[config.mk]
export PLATFORM = sky130hd
export DESIGN_NAME = note_sequencer_flat
export DESIGN_NICKNAME = d
export VERILOG_FILES = /design/src/rtl/note_sequencer_if.sv /design/src/rtl/note_sequencer.sv /design/src/flat_wrapper.sv
export SDC_FILE = /design/constraint.sdc
export NUM_CORES = 1
export LEC_CHECK = 0
export CAP_MARGIN = 0
export CELL_PAD_IN_SITES_DETAIL_PLACEMENT = 0
export CELL_PAD_IN_SITES_GLOBAL_PLACEMENT = 1
export CORE_MARGIN = 1
export CORE_UTILIZATION = 58
export CTS_CLUSTER_SIZE = 8
export DETAILED_ROUTE_END_ITERATION = 10
export GPL_ROUTABILITY_DRIVEN = 1
export PLACE_DENSITY = 0.85
export SLEW_MARGIN = 5
export SYNTH_ARGS = -nofsm -noshare
export SYNTH_HDL_FRONTEND = slang
export SYNTH_SLANG_ARGS = --single-unit
[constraint.sdc]
create_clock -name clk -period 9.6 [get_ports clk]
set_input_delay 2.88 -clock clk [delete_from_list [all_inputs] [get_ports clk]]
set_output_delay 2.88 -clock clk [all_outputs]
set_load 0.01 [all_outputs]
[src/rtl/note_sequencer_if.sv]
// Note output stream between the chart player and its consumer
// (falling-note renderer / hit judge).
//
// Handshake: the source raises note_valid with note_time/note_lane/note_len
// and holds all of them unchanged until a cycle where note_ready is also high.
// That cycle is the transfer. The sink may hold note_ready high without a note
// pending. note_valid never depends combinationally on note_ready.
//
// Signals:
//   note_valid  source -> sink  note present
//   note_ready  sink -> source  sink accepts this cycle
//   note_time   source -> sink  note hit time (ticks)
//   note_lane   source -> sink  lane x-position
//   note_len    source -> sink  note length
interface note_sequencer_if #(
  parameter int TIME_W = 21,
  parameter int LANE_W = 11,
  parameter int LEN_W  = 6
);
  logic              note_valid;
  logic              note_ready;
  logic [TIME_W-1:0] note_time;
  logic [LANE_W-1:0] note_lane;
  logic [LEN_W-1:0]  note_len;

  modport master (
    output note_valid, note_time, note_lane, note_len,
    input  note_ready
  );

  modport slave (
    input  note_valid, note_time, note_lane, note_len,
    output note_ready
  );
endinterface

[src/rtl/note_sequencer.sv]
// Chart player for the rhythm-game note path. A chart of up to MAX_NOTES
// entries (hit time, lane, length) is written while idle. A start pulse then
// runs a song-time counter and releases the entries in index order on the note
// stream, each one LEAD ticks before its hit time.
//
// Ports:
//   clk, reset        clock, asynchronous active-high reset
//   wr_en/wr_addr/wr_time/wr_lane/wr_len  chart write port (used only in IDLE)
//   num_notes         entries to play, sampled on start
//   start             one-cycle pulse: play from song time 0 (IDLE or DONE)
//   pause             level: freeze song time and releases
//   tick              song-time strobe
//   note              note stream (master side)
//   song_time         current song time
//   busy, done        PLAY/PAUSED, DONE
//   state_dbg         current FSM state (IDLE=0, PLAY=1, PAUSED=2, DONE=3)
module note_sequencer #(
  parameter int MAX_NOTES = 32,
  parameter int TIME_W    = 21,
  parameter int LANE_W    = 11,
  parameter int LEN_W     = 6,
  parameter int LEAD      = 64,
  localparam int IDX_W    = $clog2(MAX_NOTES)
) (
  input  logic              clk,
  input  logic              reset,
  input  logic              wr_en,
  input  logic [IDX_W-1:0]  wr_addr,
  input  logic [TIME_W-1:0] wr_time,
  input  logic [LANE_W-1:0] wr_lane,
  input  logic [LEN_W-1:0]  wr_len,
  input  logic [IDX_W:0]    num_notes,
  input  logic              start,
  input  logic              pause,
  input  logic              tick,
  note_sequencer_if.master  note,
  output logic [TIME_W-1:0] song_time,
  output logic              busy,
  output logic              done,
  output logic [1:0]        state_dbg
);

  typedef enum logic [1:0] {IDLE = 2'd0, PLAY = 2'd1, PAUSED = 2'd2, DONE = 2'd3} state_t;

  localparam logic [IDX_W:0]  MAX_CNT = (IDX_W+1)'(MAX_NOTES);
  localparam logic [TIME_W:0] LEAD_X  = (TIME_W+1)'(LEAD);

  state_t state, state_n;

  // Chart storage has no reset; it must be reloaded after power-up.
  logic [TIME_W-1:0] mem_time [MAX_NOTES];
  logic [LANE_W-1:0] mem_lane [MAX_NOTES];
  logic [LEN_W-1:0]  mem_len  [MAX_NOTES];

  logic [IDX_W:0]    ptr, count, count_in;
  logic [IDX_W-1:0]  ptr_idx;
  logic [TIME_W-1:0] cur_time;
  logic              out_valid;
  logic [TIME_W-1:0] out_time;
  logic [LANE_W-1:0] out_lane;
  logic [LEN_W-1:0]  out_len;
  logic              due, load, hs, start_ok;

  assign ptr_idx  = ptr[IDX_W-1:0];
  assign cur_time = mem_time[ptr_idx];
  assign count_in = (num_notes > MAX_CNT) ? MAX_CNT : num_notes;
  assign start_ok = start && (state == IDLE || state == DONE);
  assign hs       = out_valid && note.note_ready;

  // One bit wider than song time so song_time + LEAD cannot wrap.
  assign due = (ptr < count) && (({1'b0, song_time} + LEAD_X) >= {1'b0, cur_time});

  always_ff @(posedge clk) begin
    if (state == IDLE && wr_en && ({1'b0, wr_addr} < MAX_CNT)) begin
      mem_time[wr_addr] <= wr_time;
      mem_lane[wr_addr] <= wr_lane;
      mem_len[wr_addr]  <= wr_len;
    end
  end

  always_ff @(posedge clk or posedge reset) begin
    if (reset) state <= IDLE;
    else       state <= state_n;
  end

  always_comb begin
    state_n = state;
    load    = 1'b0;
    case (state)
      IDLE, DONE: begin
        if (start) state_n = (count_in == '0) ? DONE : PLAY;
      end
      PLAY: begin
        // The output register refills in the same cycle it is consumed.
        load = due && (!out_valid || note.note_ready);
        if (ptr == count && !out_valid) state_n = DONE;
        else if (pause)                 state_n = PAUSED;
      end
      PAUSED: begin
        if (!pause) state_n = PLAY;
      end
      default: state_n = IDLE;
    endcase
  end

  always_ff @(posedge clk or posedge reset) begin
    if (reset) begin
      song_time <= '0;
      ptr       <= '0;
      count     <= '0;
      out_valid <= 1'b0;
      out_time  <= '0;
      out_lane  <= '0;
      out_len   <= '0;
    end else if (start_ok) begin
      song_time <= '0;
      ptr       <= '0;
      count     <= count_in;
      out_valid <= 1'b0;
    end else begin
      // Saturates at all-ones. A load in the same cycle sees the old value.
      if (state == PLAY && tick && song_time != '1) song_time <= song_time + 1'b1;
      if (load) begin
        out_valid <= 1'b1;
        out_time  <= cur_time;
        out_lane  <= mem_lane[ptr_idx];
        out_len   <= mem_len[ptr_idx];
        ptr       <= ptr + 1'b1;
      end else if (hs) begin
        out_valid <= 1'b0;
      end
    end
  end

  assign note.note_valid = out_valid;
  assign note.note_time  = out_time;
  assign note.note_lane  = out_lane;
  assign note.note_len   = out_len;
  assign busy      = (state == PLAY) || (state == PAUSED);
  assign done      = (state == DONE);
  assign state_dbg = state;

endmodule
[src/flat_wrapper.sv]
// flat-port wrapper written by rule: the top's interface ports become plain ports
module note_sequencer_flat 
#(
  parameter int MAX_NOTES = 32,
  parameter int TIME_W    = 21,
  parameter int LANE_W    = 11,
  parameter int LEN_W     = 6,
  parameter int LEAD      = 64,
  localparam int IDX_W    = $clog2(MAX_NOTES)
)
  (clk, reset, wr_en, wr_addr, wr_time, wr_lane, wr_len, num_notes, start, pause, tick, song_time, busy, done, state_dbg, note_note_valid, note_note_time, note_note_lane, note_note_len, note_note_ready);
  note_sequencer_if #(.TIME_W(TIME_W), .LANE_W(LANE_W), .LEN_W(LEN_W)) note_i ();
  input  logic clk;
  input  logic reset;
  input  logic wr_en;
  input  logic [IDX_W-1:0] wr_addr;
  input  logic [TIME_W-1:0] wr_time;
  input  logic [LANE_W-1:0] wr_lane;
  input  logic [LEN_W-1:0] wr_len;
  input  logic [IDX_W:0] num_notes;
  input  logic start;
  input  logic pause;
  input  logic tick;
  output logic [TIME_W-1:0] song_time;
  output logic busy;
  output logic done;
  output logic [1:0] state_dbg;
  output wire logic [$bits(note_i.note_valid)-1:0] note_note_valid;
  output wire logic [$bits(note_i.note_time)-1:0] note_note_time;
  output wire logic [$bits(note_i.note_lane)-1:0] note_note_lane;
  output wire logic [$bits(note_i.note_len)-1:0] note_note_len;
  input wire logic [$bits(note_i.note_ready)-1:0] note_note_ready;
  assign note_note_valid = note_i.note_valid;
  assign note_note_time = note_i.note_time;
  assign note_note_lane = note_i.note_lane;
  assign note_note_len = note_i.note_len;
  assign note_i.note_ready = note_note_ready;
  note_sequencer #(.MAX_NOTES(MAX_NOTES), .TIME_W(TIME_W), .LANE_W(LANE_W), .LEN_W(LEN_W), .LEAD(LEAD)) u_core (.clk(clk), .reset(reset), .wr_en(wr_en), .wr_addr(wr_addr), .wr_time(wr_time), .wr_lane(wr_lane), .wr_len(wr_len), .num_notes(num_notes), .start(start), .pause(pause), .tick(tick), .note(note_i), .song_time(song_time), .busy(busy), .done(done), .state_dbg(state_dbg));
endmodule
Word level (Yosys, flattened, before mapping). Memories as Yosys holds them, arrays and structs flattened. A register that Yosys moved wholly into a read port is not among the register bits. Index checks and enable logic that the tools add are counted.

Register bits: 57. Memory bits (writable): 1216. Bits of input ports: 56. Output and inout bits: 64. Word-level logic and storage cells: 61. Memories: 3.

Memory list: u_core.mem_time (depth 32, width 21, read ports 1, clocked after memory_dff 0, wr ports 1, RTL line note_sequencer.sv:51) `logic [TIME_W-1:0] mem_time [MAX_NOTES];`; u_core.mem_lane (depth 32, width 11, read ports 1, clocked after memory_dff 1, wr ports 1, RTL line note_sequencer.sv:52) `logic [LANE_W-1:0] mem_lane [MAX_NOTES];`; u_core.mem_len (depth 32, width 6, read ports 1, clocked after memory_dff 1, wr ports 1, RTL line note_sequencer.sv:53) `logic [LEN_W-1:0] mem_len [MAX_NOTES];`.

Add/sub/neg operators: 3. Order comparisons: 3. Eq/ne operators: 8. Mux-type cells: 17. Bitwise logic cells: 1. Reduce and logical (&&, ||, !) cells: 20.

Operators with widths (count): $mux 21 (2); $add 21x7->22 const B (1); $ge 22x21->1 (1); $add 21x1->21 const B (1); $ne 21x21->1 const B (1); $mux 6 (3); $mux 2 (5); $logic_and 1x1->1 (8); $add 6x1->6 const B (1); $eq 6x6->1 (1); $gt 6x6->1 const B (1); $logic_not 6->1 (1); $lt 6x6->1 (1); $mux 1 (6); $pmux 2 s3 (1); $eq 2x2->1 const B (2); $ne 2x2->1 const B (2); $reduce_bool 2->1 (2); $logic_or 1x1->1 (3); $ne 3x2->1 const B (1); $reduce_and 3->1 (1); $reduce_bool 3->1 (1); $eq 2x1->1 const B (1); $logic_not 2->1 (1); 4 further kinds (4).

Logic depth before layout (Yosys ltp).
Depth in word-level cells: 7. Depth in mapped cells: 18. Mapped depth without buffers: 13.

Worst setup path after synthesis. No wires, ideal clock.

Path kind: input to register. From: input port wr_addr[0]. To: memory u_core.mem_lane[12][0], enable pin. Setup time: 433 ps. Arrival time: 5045 ps. Path slack: 4121 ps. Cell stages on the path: 3. Cell sequence: or3_1 > clkbuf_1 > nor2_1.

RTL lines: start, declared (RTL line flat_wrapper.sv:16) `input logic [IDX_W-1:0] wr_addr;`; end, declared (RTL line note_sequencer.sv:52).

No word-level cell before the write port.

Worst setup path after layout.
From: register u_core.ptr[0]. To: register u_core.out_lane[8], in the netlist u_core.note.note_lane[8] (read register of u_core.mem_lane).

Word-level cells in the longest chain between the ends: 6. Elaborated cells between the ends (all ways): 7. Those cells by class: order compare (2); mux (1); reduce/logical (3); memory (1).

RTL lines: start, declared (RTL line note_sequencer.sv:55) `logic [IDX_W:0] ptr, count, count_in;`; start signal, assigned (RTL line note_sequencer.sv:128) `ptr <= ptr + 1'b1;`; $mem_v2 32x21; $ge 22x21->1 (RTL line note_sequencer.sv:71) `assign due = (ptr < count) && (({1'b0, song_time} + LEAD_X) >= {1'b0, cur_time});`; $logic_and 1x1->1 (RTL line note_sequencer.sv:71); $logic_and 1x1->1 (RTL line note_sequencer.sv:95) `load = due && (!out_valid || note.note_ready);`; $mux 1 (RTL line note_sequencer.sv:89) `case (state)`; $reduce_and 2->1 (no line); end, declared (RTL line note_sequencer.sv:60) `logic [LANE_W-1:0] out_lane;`.

Parallel ways exist; a longest one is shown, timed or not. A chain may end at the register's enable or synchronous reset.

==> flow_summary.yaml <==
outcome:
  status: "finished clean"
power_and_ir_drop:
  total_power_mw: 12.3
  p_int_mw: 9.76
  powerDensity_mw_per_mm2: 210
  seqPwrFrac_pct: 50.7
  switchingPower_mw: 2.57
  vdd_drop_max_v: 0.000188
  p_sw_share_pct: 20.9
  p_comb_share_pct: 3.1
  power.share.clock_pct: 46.2
  cellLeakagePower_nw: 18.5
synthesis:
  ys_ff_latch: 1290
  ys_types: 55
  synth.area.top_cells: "edfxtp_1 (72%), mux2i_1 (8.0%), mux4_2 (6.7%)"
  syn_inst: 2627
  yosys.area.top_type: "edfxtp_1"
  synth_area_mm2: 0.0508
  avgSynthCellArea_um2: 19.3
  yosysSeqAreaShare_pct: 75.6
  synth_top_cell_area_share_pct: 71.9
  synth_edf_count: 1216
  ys_warn_count: 0
  yosysMostFrequentCell: "edfxtp_1"
  ys_async_sr_fraction_pct: 5.74
  synthFlopType: "edfxtp_1"
  synth_common_cells: "edfxtp_1 (1216), mux2i_1 (407), mux4_2 (152)"
  synth_fp_nets: 2717
detailed_routing:
  wl_per_cell_um: 30.1
  via_count: 26700
  first_pass_iters: 5
  drc_errors: 0
  ant_nets: 0
  wl_um: 123000
  viasPerCell: 6.55
  drt_iter0_markers: 3196
place:
  port_buffers: 119
  pre_cts_ws_ns: 3.38
  routabilityCongestion: 0.805
  dp_hpwl_um: 62900
  placed_area_mm2: 0.0535
  placedCellCount: 3821
critical_path:
  crit_fanout: 60
  path_delay_family: "compound AO/OA/AOI/OAI gates"
  worst-r2r-cell-count: 14
  crit_type: "flop to flop"
  worstReg2RegStart: "u_core.ptr[0]"
  worst_setup_path_end_kind: "flop"
  ff2ff_setup_slack_ns: 3.36
  start_kind: "flop"
  worstPathArrival_ns: 6.87
  r2r_end: "u_core.note.note_lane[8]"
  crit_slowest_cell: "dfrtp_4"
  cp_cell_sequence: "buf_4 -> and2_4 -> a22oi_1 -> and3_1 -> a31oi_1 -> o221a_2 -> ha_1 -> and2_0 -> a221o_1 -> a22o_1 -> nor2_2 -> a21o_2 -> buf_4 -> mux2_1"
  crit_path_frequent_cell: "buf_4"
  critPathBufInv: 2
  required_ns: 10.23
  max_stage_delay_ns: 0.89
job:
  maxCapViolCount: 0
clocking:
  cts_buffers: 179
  cts_tree: "yes"
  post_cts_buffers: 0
  cts_sinks: 1290
  postCtsHoldBufs: 0
  clock_latency_ns: 0.77
  cts_resized: 0
  h-tree-depth: 4
  cts_root_buffer: "clkbuf_16"
  cts.clk_slew.worst_paths_ns: 0.05
  clock_path_buffers: 3
floorplan:
  num_rows: 108
  core_mm2: 0.0868
  dieArea_mm2: 0.0887
  die_x_um: 298
  io_pins: 120
  initial_core_util_pct: 58.5
  die_y_um: 298
global_route:
  gr-usage-met2_pct: 45.0
  grt_first_pass_wirelength_um: 179000
  grt_util_met1_pct: 38.3
  grtUsageTotal_pct: 27.9
  grt_pass1_vias: 27300
  top_usage_layer: "met2"
  antenna_found_initial: 1
  grt_max_degree: 121
  grt_use_met3_pct: 5.08
  gr-total-overflow: 0
layout:
  postLayoutCoreUtil_pct: 67.5
  finalNonFillerCells: 4080
  diodes: 0
  fin_nets: 2937
  fin_area_mm2: 0.0586
  drive_gt1_share_pct: 16.6
  num-fill-cells: 5378
  syn2layout_area_growth_pct: 15.5
sta:
  fin_skew_ns: 0.0369
  rsz0062_at_grt: "no"
  finalSetupViolCount: 0
  timing.final.ws_setup_ns: 3.36
  whs_ns: 0.483
  fin_crit_sh_pct: 65.0
  fin_setup_tns_ns: 0
  timing.final.max_slew_violations: 0
  max_freq_mhz: 160
  hold_violations: 0
  fin_crit_ns: 6.24
  slew_headroom_pct: 12.3
  worst_pin_slew_ns: 1.31
min_path:
  min_path_type: "flop to flop"
  worst_hold_startpoint: "u_core.count[0]"
  holdPathStages: 2
  hold_end: "u_core.count[0]"
cell usage in the layout (no fill, tap or decap), drive strengths merged, types with 3 or more instances in the layout:
master         count
edfxtp          1216
mux2i            407
clkbuf           244
mux4             152
clkdlybuf4s50    119
nand2             77
dfrtp             74
a22oi             66
nor2              65
buf               58
a21oi             56
a22o              49
a31oi             38
inv               37
ha                34
nor3              26
o221a             21
o221ai            19
xor2              19
mux2              18
and3              17
clkinv            14
nand3             13
nand4             12
xnor2             11
nand2b            11
nand3b             8
o21ai              7
nor4               7
nor2b              5
a21o               4
a2111oi            3
worst max-delay path by stage:
stage,from,depth (start not counted),to
after global placement,u_core.ptr[0],14,u_core.note.note_lane[9]
after detailed placement,u_core.ptr[0],14,u_core.note.note_lane[8]
after floorplan,wr_addr[0],3,u_core.mem_lane[12][0]
final,u_core.ptr[0],14,u_core.note.note_lane[8]
after global routing,u_core.ptr[0],14,u_core.note.note_lane[8]
after CTS,u_core.ptr[0],14,u_core.note.note_lane[8]
power by group through the flow:
| stage | Sequential [mW] | Clock (mW) | Combinational, mW |
|---|---|---|---|
| finish | 6.25 | 5.70 | 0.378 |
| detailed placement | 6.36 | 0 | 0.372 |
| CTS | 6.25 | 5.75 | 0.373 |
| global route | 6.25 | 5.99 | 0.410 |
| floorplan | 6.35 | 0 | 0.163 |
| global placement | 6.35 | 0 | 0.355 |
registers in the layout, indices dropped and copies added (netlist names):
signal	flops
u_core.song_time	21
u_core.ptr	6
u_core.state_dbg	2
u_core.note.note_lane	11
u_core.mem_time	672
u_core.note.note_len	6
u_core.mem_len	192
u_core.mem_lane	352
u_core.note.note_time	21
u_core.count	6
u_core.note.note_valid	1
worst min-delay path, cell delays in order, from the launching register on:
cell and delay (ns):
dfrtp_1 0.35, nand2_1 0.06, nand2_1 0.05
final cells by class:
cell class	instances	area, µm²	share of cell area, %
Clock inverter	15	349	0.596
Tap cell	1155	1450	2.47
Timing Repair Buffer	177	1650	2.82
Multi-Input combinational cell	1162	11900	20.3
Sequential cell	1290	38400	65.5
Clock buffer	244	4740	8.10
Inverter	37	140	0.239
kinds of logic after synthesis:
kind of cell	share of synthesized area, %
adder cells (fa/ha/maj)	0.838
AND/OR/NAND/NOR	2.40
multiplexers	15.2
AO/OA/AOI/OAI	3.95
buffers and inverters	1.52
XOR/XNOR	0.518
flip-flops	75.6
metal layers:
metal / wire length (µm) / share of wire, % / vias up
met4: 3870 / 3.2 / 2
met2: 60500 / 49 / 1529
met5: 13 / 0.011 / -
li1: - / - / 11100
met3: 11100 / 9.0 / 235
met1: 47300 / 39 / 13900
No activity file was read; power rests on OpenSTA's default activity.
